===== src/rtl/durbin_coeff_collector_if.sv =====
// durbin_coeff_collector_if: coefficient unload stream (store side) and the parallel
// coefficient bank handed to the residual filter / LPC subframe writer.
interface durbin_coeff_collector_if #(
  parameter int MAX_ORDER = 12,
  parameter int CW        = 12
);
  logic [CW-1:0]           iCoeff;
  logic                    iValid;
  logic                    iDone;
  logic [3:0]              iBestM;
  logic                    iAck;
  logic [MAX_ORDER*CW-1:0] oCoeffs;
  logic [3:0]              oOrder;
  logic [3:0]              oPrecision;
  logic                    oReady;
  logic                    oError;

  modport master (
    output iCoeff, iValid, iDone, iBestM, iAck,
    input  oCoeffs, oOrder, oPrecision, oReady, oError
  );

  modport slave (
    input  iCoeff, iValid, iDone, iBestM, iAck,
    output oCoeffs, oOrder, oPrecision, oReady, oError
  );
endinterface


===== src/rtl/durbin_coeff_collector.sv =====
// durbin_coeff_collector: gathers the serial Durbin coefficients into a parallel bank and
// holds it under a ready/ack handshake. Define DURBIN_PRECISION_EN to track qlp precision.
module durbin_coeff_collector #(
  parameter int MAX_ORDER = 12,
  parameter int CW        = 12
) (
  input  logic                     iClock,
  input  logic                     iReset,
  input  logic                     iEnable,
  durbin_coeff_collector_if.slave  bus
);

  typedef enum logic [1:0] {S_IDLE, S_COLLECT, S_HOLD} state_t;

  state_t                  state_q, state_d;
  logic [MAX_ORDER*CW-1:0] bank_q, bank_d;
  logic [3:0]              count_q, count_d;
  logic [3:0]              order_q, order_d;
  logic                    error_q, error_d;

  always_comb begin
    // NOTE: every variable written here gets its default first, so no path can infer a latch.
    state_d = state_q;
    bank_d  = bank_q;
    count_d = count_q;
    order_d = order_q;
    error_d = error_q;
    case (state_q)
      S_IDLE: begin
        if (bus.iValid) begin
          bank_d         = '0;
          bank_d[CW-1:0] = bus.iCoeff;
          count_d        = 4'd1;
          error_d        = 1'b0;
          if (bus.iDone) begin
            state_d = S_HOLD;
            order_d = 4'd1;
            error_d = (bus.iBestM != 4'd1);
          end else begin
            state_d = S_COLLECT;
          end
        end else if (bus.iDone) begin
          // Empty frame: nothing captured, bank left as it was.
          state_d = S_HOLD;
          count_d = '0;
          order_d = '0;
          error_d = (bus.iBestM != 4'd0);
        end
      end
      S_COLLECT: begin
        if (bus.iValid) begin
          if (count_q == 4'(MAX_ORDER)) begin
            error_d = 1'b1;
          end else begin
            for (int k = 0; k < MAX_ORDER; k++)
              if (count_q == 4'(k)) bank_d[k*CW +: CW] = bus.iCoeff;
            count_d = count_q + 4'd1;
          end
        end
        // A word arriving with iDone is already folded into count_d.
        if (bus.iDone) begin
          state_d = S_HOLD;
          order_d = count_d;
          if (count_d != bus.iBestM) error_d = 1'b1;
        end
      end
      S_HOLD: begin
        if (bus.iValid) error_d = 1'b1;
        if (bus.iAck)   state_d = S_IDLE;
      end
      default: state_d = S_IDLE;
    endcase
  end

  always_ff @(posedge iClock or negedge iReset) begin
    if (!iReset) begin
      state_q <= S_IDLE;
      // NOTE: the bank is a flop array visible at the outputs, so it must be reset like any register.
      bank_q  <= '0;
      count_q <= '0;
      order_q <= '0;
      error_q <= 1'b0;
    end else if (iEnable) begin
      // NOTE: non-blocking updates so every register samples the pre-edge values.
      state_q <= state_d;
      bank_q  <= bank_d;
      count_q <= count_d;
      order_q <= order_d;
      error_q <= error_d;
    end
  end

`ifdef DURBIN_PRECISION_EN
  // Minimum signed width: one sign bit above the highest bit that differs from the sign.
  function automatic logic [3:0] signed_width(input logic [CW-1:0] v);
    logic [CW-1:0] mag;
    logic [3:0]    w;
    mag = v ^ {CW{v[CW-1]}};
    w   = 4'd1;
    for (int b = 0; b < CW; b++)
      if (mag[b]) w = 4'(b + 2);
    return w;
  endfunction

  logic [3:0] prec_q, word_prec;
  logic       prec_seed, prec_grow;

  assign word_prec = signed_width(bus.iCoeff);
  assign prec_seed = (state_q == S_IDLE) && bus.iValid;
  assign prec_grow = (state_q == S_COLLECT) && bus.iValid && (count_q != 4'(MAX_ORDER));

  always_ff @(posedge iClock or negedge iReset) begin
    if (!iReset) begin
      prec_q <= 4'd1;
    end else if (iEnable) begin
      if (prec_seed)                             prec_q <= word_prec;
      else if (prec_grow && word_prec > prec_q)  prec_q <= word_prec;
    end
  end

  assign bus.oPrecision = prec_q;
`else
  assign bus.oPrecision = 4'(CW);
`endif

  assign bus.oCoeffs = bank_q;
  assign bus.oOrder  = order_q;
  assign bus.oReady  = (state_q == S_HOLD);
  assign bus.oError  = error_q;

endmodule


===== src/flat_wrapper.sv =====
// flat-port wrapper written by rule: the top's interface ports become plain ports
module durbin_coeff_collector_flat 
#(
  parameter int MAX_ORDER = 12,
  parameter int CW        = 12
)
  (iClock, iReset, iEnable, bus_iCoeff, bus_iValid, bus_iDone, bus_iBestM, bus_iAck, bus_oCoeffs, bus_oOrder, bus_oPrecision, bus_oReady, bus_oError);
  durbin_coeff_collector_if #(.MAX_ORDER(MAX_ORDER), .CW(CW)) bus_i ();
  input  logic iClock;
  input  logic iReset;
  input  logic iEnable;
  input wire logic [$bits(bus_i.iCoeff)-1:0] bus_iCoeff;
  input wire logic [$bits(bus_i.iValid)-1:0] bus_iValid;
  input wire logic [$bits(bus_i.iDone)-1:0] bus_iDone;
  input wire logic [$bits(bus_i.iBestM)-1:0] bus_iBestM;
  input wire logic [$bits(bus_i.iAck)-1:0] bus_iAck;
  output wire logic [$bits(bus_i.oCoeffs)-1:0] bus_oCoeffs;
  output wire logic [$bits(bus_i.oOrder)-1:0] bus_oOrder;
  output wire logic [$bits(bus_i.oPrecision)-1:0] bus_oPrecision;
  output wire logic [$bits(bus_i.oReady)-1:0] bus_oReady;
  output wire logic [$bits(bus_i.oError)-1:0] bus_oError;
  assign bus_i.iCoeff = bus_iCoeff;
  assign bus_i.iValid = bus_iValid;
  assign bus_i.iDone = bus_iDone;
  assign bus_i.iBestM = bus_iBestM;
  assign bus_i.iAck = bus_iAck;
  assign bus_oCoeffs = bus_i.oCoeffs;
  assign bus_oOrder = bus_i.oOrder;
  assign bus_oPrecision = bus_i.oPrecision;
  assign bus_oReady = bus_i.oReady;
  assign bus_oError = bus_i.oError;
  durbin_coeff_collector #(.MAX_ORDER(MAX_ORDER), .CW(CW)) u_core (.iClock(iClock), .iReset(iReset), .iEnable(iEnable), .bus(bus_i));
endmodule

===== config.mk =====
export PLATFORM = sky130hd
export DESIGN_NAME = durbin_coeff_collector_flat
export DESIGN_NICKNAME = d
export VERILOG_FILES = /design/src/rtl/durbin_coeff_collector_if.sv /design/src/rtl/durbin_coeff_collector.sv /design/src/flat_wrapper.sv
export SDC_FILE = /design/constraint.sdc
export NUM_CORES = 1
export LEC_CHECK = 0
export CAP_MARGIN = 20
export CORE_MARGIN = 3
export CORE_UTILIZATION = 45
export CTS_CLUSTER_DIAMETER = 100
export DETAILED_ROUTE_END_ITERATION = 6
export GPL_TIMING_DRIVEN = 0
export PLACE_DENSITY = 0.81
export SKIP_CTS_REPAIR_TIMING = 1
export SYNTH_ARGS = -nofsm -noshare
export SYNTH_HDL_FRONTEND = slang
export SYNTH_SLANG_ARGS = --single-unit

===== constraint.sdc =====
create_clock -name iClock -period 2.3 [get_ports iClock]
set_input_delay 0.69 -clock iClock [delete_from_list [all_inputs] [get_ports iClock]]
set_output_delay 0.69 -clock iClock [all_outputs]
set_load 0.05 [all_outputs]

==> results by stage <==
Layout:
- The final instance area is between 9000 and 10000 um2.
- The share of cells above drive strength 1 is 11.5%.
- At the end of the flow, the number of nets in the layout was ~840.
- The post-route core utilization is just under 70%.
- 0 antenna diodes ended up in the layout.
- The filler cell count is roughly 990.
- Relative to the synthesized area, the layout overhead comes to 46.2%.

Clocking:
- TritonCTS built the clock tree.
- The clock tree buffer depth is 2.
- The post-CTS clock slew at the launch and capture registers of the worst setup and hold paths is approximately 0.06 ns.
- Buffers inserted during clock tree synthesis total 17.
- The clock drives approximately 160 sinks.
- CTS built an H-tree with a depth of 4.
- The root buffer cell chosen for the clock tree is sky130_fd_sc_hd__clkbuf_16.
- The clock insertion delay at the later pin of the skew report is approximately 0.42 ns.

Placed design:
- The HPWL after detailed placement is 12500 um.
- The number of buffers inserted by port buffering is approximately 170.
- Routability-driven placement finished with a final weighted congestion of approximately 0.83.
- Once placement finished, the instance area stood at between 8000 and 9000 um2.

Floorplan:
- The row count is between 40 and 50.
- The area of the core region is between 10000 and 15000 um2.
- The die height is around 120 um.
- The starting utilization of the core area is a little under half.
- The horizontal extent of the die is approximately 120 um.
- In this run the count of I/O pins placed on the die edge is approximately 180.
- The overall die area is roughly 15000 um2.

Synth:
- The fraction of the mapped netlist area in simple logic gates is approximately an eighth.
- The count of unique library cells instantiated by Yosys is between 40 and 50.
- The fraction of the mapped netlist area in compound gates is about 16%.
- Sequential elements use 62.0% of the synthesized area.
- Multiplexer cells account for roughly 2.5% of the synthesized area.
- For this run, asynchronously set or reset flops after synthesis account for 100%.
- The largest family of logic cells by synthesized area is compound AO/OA/AOI/OAI gates.
- The adder and majority gate portion of the synthesized area is around 1.4%.
- The number of synthesized flops with an enable pin is 0.
- The post-synthesis instance area is 6250 um2.
- The number of instances in the synthesized netlist is ~620.
- The post-synthesis share of cell area spent on xor and xnor gates is less than 1%.
- The synthesized flop and latch total is 155.
- The Yosys step of the flow raised 0 warnings.
- The most used flip-flop cell after synthesis is sky130_fd_sc_hd__dfrtp_1.
- A synthesized cell averages around 10 um2.

Timing:
- The peak clock frequency supported by timing is roughly 440 MHz.
- For the pin with the worst max-slew slack, the measured transition is about 0.83 ns.
- The final critical path time including I/O delays and setup is between 2 and 2.5 ns.
- The number of setup violations in the final report is 0.
- The number of endpoints with negative hold slack in the final report was 0.
- The final critical-path share of the clock period is 99.0%.
- The worst-case clock skew is around 0.0070 ns.
- The final-report max-slew violation count was 0.
- The worst slew slack as a fraction of its limit is ~44%.

GRT:
- The first global-routing pass estimated ~28000 um of wire.
- The via count of the first global-routing pass was between 5k and 6k.
- The global route total overflow is 0.
- The number of antenna violations at the first check in global routing is 0.
- For this run, the total global-route usage over all layers was measured as between 20 and 25%.
- Entering global routing, the biggest net connects between 80 and 90 pins.

Hold path:
- The worst hold path class is input pin to async pin.

Drt:
- After detailed routing, the average wire length per cell comes to 18.6 um.
- The detailed-route vias per instance is roughly 5.4.
- The detailed-route DRC error count is 0.
- Once detail routing completed, the nets flagged for antenna violations numbered 0.
- The routed wire length is between 15000 and 20000 um.
- The detailed router's first-iteration violation count is 530.
- For this run, the detailed router's first-pass iteration total came to 5.
- The routed layout has between 5k and 6k vias.

Critical path:
- The number of buffers and inverters on the critical path is 1.
- The worst setup path is launched from a flop.
- In this run the number of cells on the critical path is 1.
- The critical path's slowest cell is sky130_fd_sc_hd__clkdlybuf4s50_1.
- Data on the critical path is required at its endpoint by about 1.6 ns.
- The worst register-to-register path has a depth of 8.
- The largest single stage delay on the critical path is between 0.8 and 0.9 ns.
- The capturing point of the worst reg2reg path is u_core.bus.oError.
- The top fanout value on the critical path is 2.
- The kind of end point of the critical path is a primary output.
- The critical path goes through clkdlybuf4s50_1.
- For flop-to-flop paths, the worst setup slack is roughly 0.090 ns.
- By startpoint and endpoint, the worst setup path is classified as flop to primary output.
- The data arrival time of the critical path is about 1.6 ns.
- The worst register-to-register path begins at u_core.count_q[0].
- Broken down by cell family, the worst path's largest delay share belongs to buffers and inverters.
- The critical path startpoint is u_core.bus.oCoeffs[93].

Outcome:
- The flow ran to the end, and the final reports show no timing, DRC or antenna violations.

Flow run:
- Max-cap violations in this run came to 0.
==> how the worst max path moves through the flow <==
stage / end
after detailed placement: u_core.bus.oCoeffs[6]
after floorplan: u_core.bus.oError
final: bus_oCoeffs[93]
after global routing: u_core.bus.oCoeffs[38]
after CTS: bus_oReady
after global placement: u_core.bus.oCoeffs[74]
==> placed cells by master, fill, tap and decap left out, drive strengths merged, types with 5 or more instances in the layout <==
cell,n
inv,11
or2,7
dlymetal6s2s,137
clkbuf,45
nand2,161
dfrtp,155
nand3,5
a21oi,14
clkinv,7
mux2,12
a21o,7
ha,7
o21ai,139
clkdlybuf4s50,32
buf,32
==> flip-flops by register name, summed over array words and instances (netlist names) <==
| signal | count |
|---|---|
| u_core.bus.oOrder | 4 |
| u_core.count_q | 4 |
| u_core.bus.oError | 1 |
| u_core.state_q | 2 |
| u_core.bus.oCoeffs | 144 |
==> final cells by class <==
| cell class | count | area (um2) | area share [%] |
|---|---|---|---|
| clock buffers | 19 | 443 | 4.84 |
| well taps | 176 | 220 | 2.41 |
| flip-flops and latches | 155 | 3880 | 42.4 |
| plain buffers | 55 | 283 | 3.09 |
| clock inverters | 11 | 123 | 1.34 |
| multi-input cells | 397 | 2080 | 22.8 |
| inverters | 10 | 37.5 | 0.410 |
| repair buffers | 172 | 2080 | 22.7 |
==> metal layers <==
metal | share of wire [%] | GRT usage (%) | vias to the layer above
met3 | 7.6 | 6.68 | 46
met2 | 49 | 38.0 | 229
met1 | 41 | 31.3 | 2634
met4 | 2.9 | 10.4 | 0
met5 | 0 | 0 | -
li1 | - | - | 2440
==> Yosys cell counts (2+ instances only) <==
| master | count | area, um2 |
|---|---|---|
| sky130_fd_sc_hd__nand2_1 | 161 | 604 |
| sky130_fd_sc_hd__dfrtp_1 | 155 | 3880 |
| sky130_fd_sc_hd__o21ai_0 | 139 | 696 |
| sky130_fd_sc_hd__buf_2 | 21 | 105 |
| sky130_fd_sc_hd__clkbuf_1 | 21 | 78.8 |
| sky130_fd_sc_hd__a21oi_1 | 14 | 70.1 |
| sky130_fd_sc_hd__mux2_2 | 12 | 135 |
| sky130_fd_sc_hd__inv_1 | 10 | 37.5 |
| sky130_fd_sc_hd__a21o_1 | 7 | 52.6 |
| sky130_fd_sc_hd__ha_1 | 7 | 87.6 |
| sky130_fd_sc_hd__buf_4 | 6 | 45.0 |
| sky130_fd_sc_hd__clkbuf_2 | 4 | 20.0 |
| sky130_fd_sc_hd__nand3_1 | 4 | 20.0 |
| sky130_fd_sc_hd__nor2_1 | 4 | 15.0 |
| sky130_fd_sc_hd__or2_1 | 4 | 25.0 |
| sky130_fd_sc_hd__nand4_1 | 3 | 18.8 |
| sky130_fd_sc_hd__o31ai_1 | 3 | 22.5 |
| sky130_fd_sc_hd__xnor2_1 | 3 | 26.3 |
| sky130_fd_sc_hd__a22o_1 | 2 | 17.5 |
| sky130_fd_sc_hd__buf_6 | 2 | 22.5 |
| sky130_fd_sc_hd__conb_1 | 2 | 7.51 |
| sky130_fd_sc_hd__mux2i_1 | 2 | 20.0 |
| sky130_fd_sc_hd__nor2b_1 | 2 | 12.5 |
| sky130_fd_sc_hd__o221ai_1 | 2 | 17.5 |
| sky130_fd_sc_hd__or2_2 | 2 | 12.5 |
==> kinds of logic (layout without fill, tap and decap cells) <==
| group | Yosys count | after routing |
|---|---|---|
| compound gates | 180 | 180 |
| xor+xnor | 4 | 4 |
| fa+ha+maj | 7 | 7 |
| buf+inv | 65 | 267 |
| flops | 155 | 155 |
| mux | 14 | 14 |
| other cells | 2 | 4 |
| simple gates | 188 | 188 |
==> metrics by stage <==
stage / std cells / worst slack, ns / TNS [ns] / hold slack, ns
finish: 995 / 0.0223 / 0 / 0.304
global route: 995 / -0.0125 / -0.0198 / 0.353
CTS: 995 / -0.399 / -1.74 / 0.325
detailed placement: 965 / -0.385 / -15.68 / 0.466
global placement: 964 / -5.12 / -804.33 / 0.462
floorplan: 617 / 0.273 / 0 / 0.394
Power is left out: the tool's default activity adds up to more than one toggle a clock period on the data nets, which glitch-free logic cannot reach.
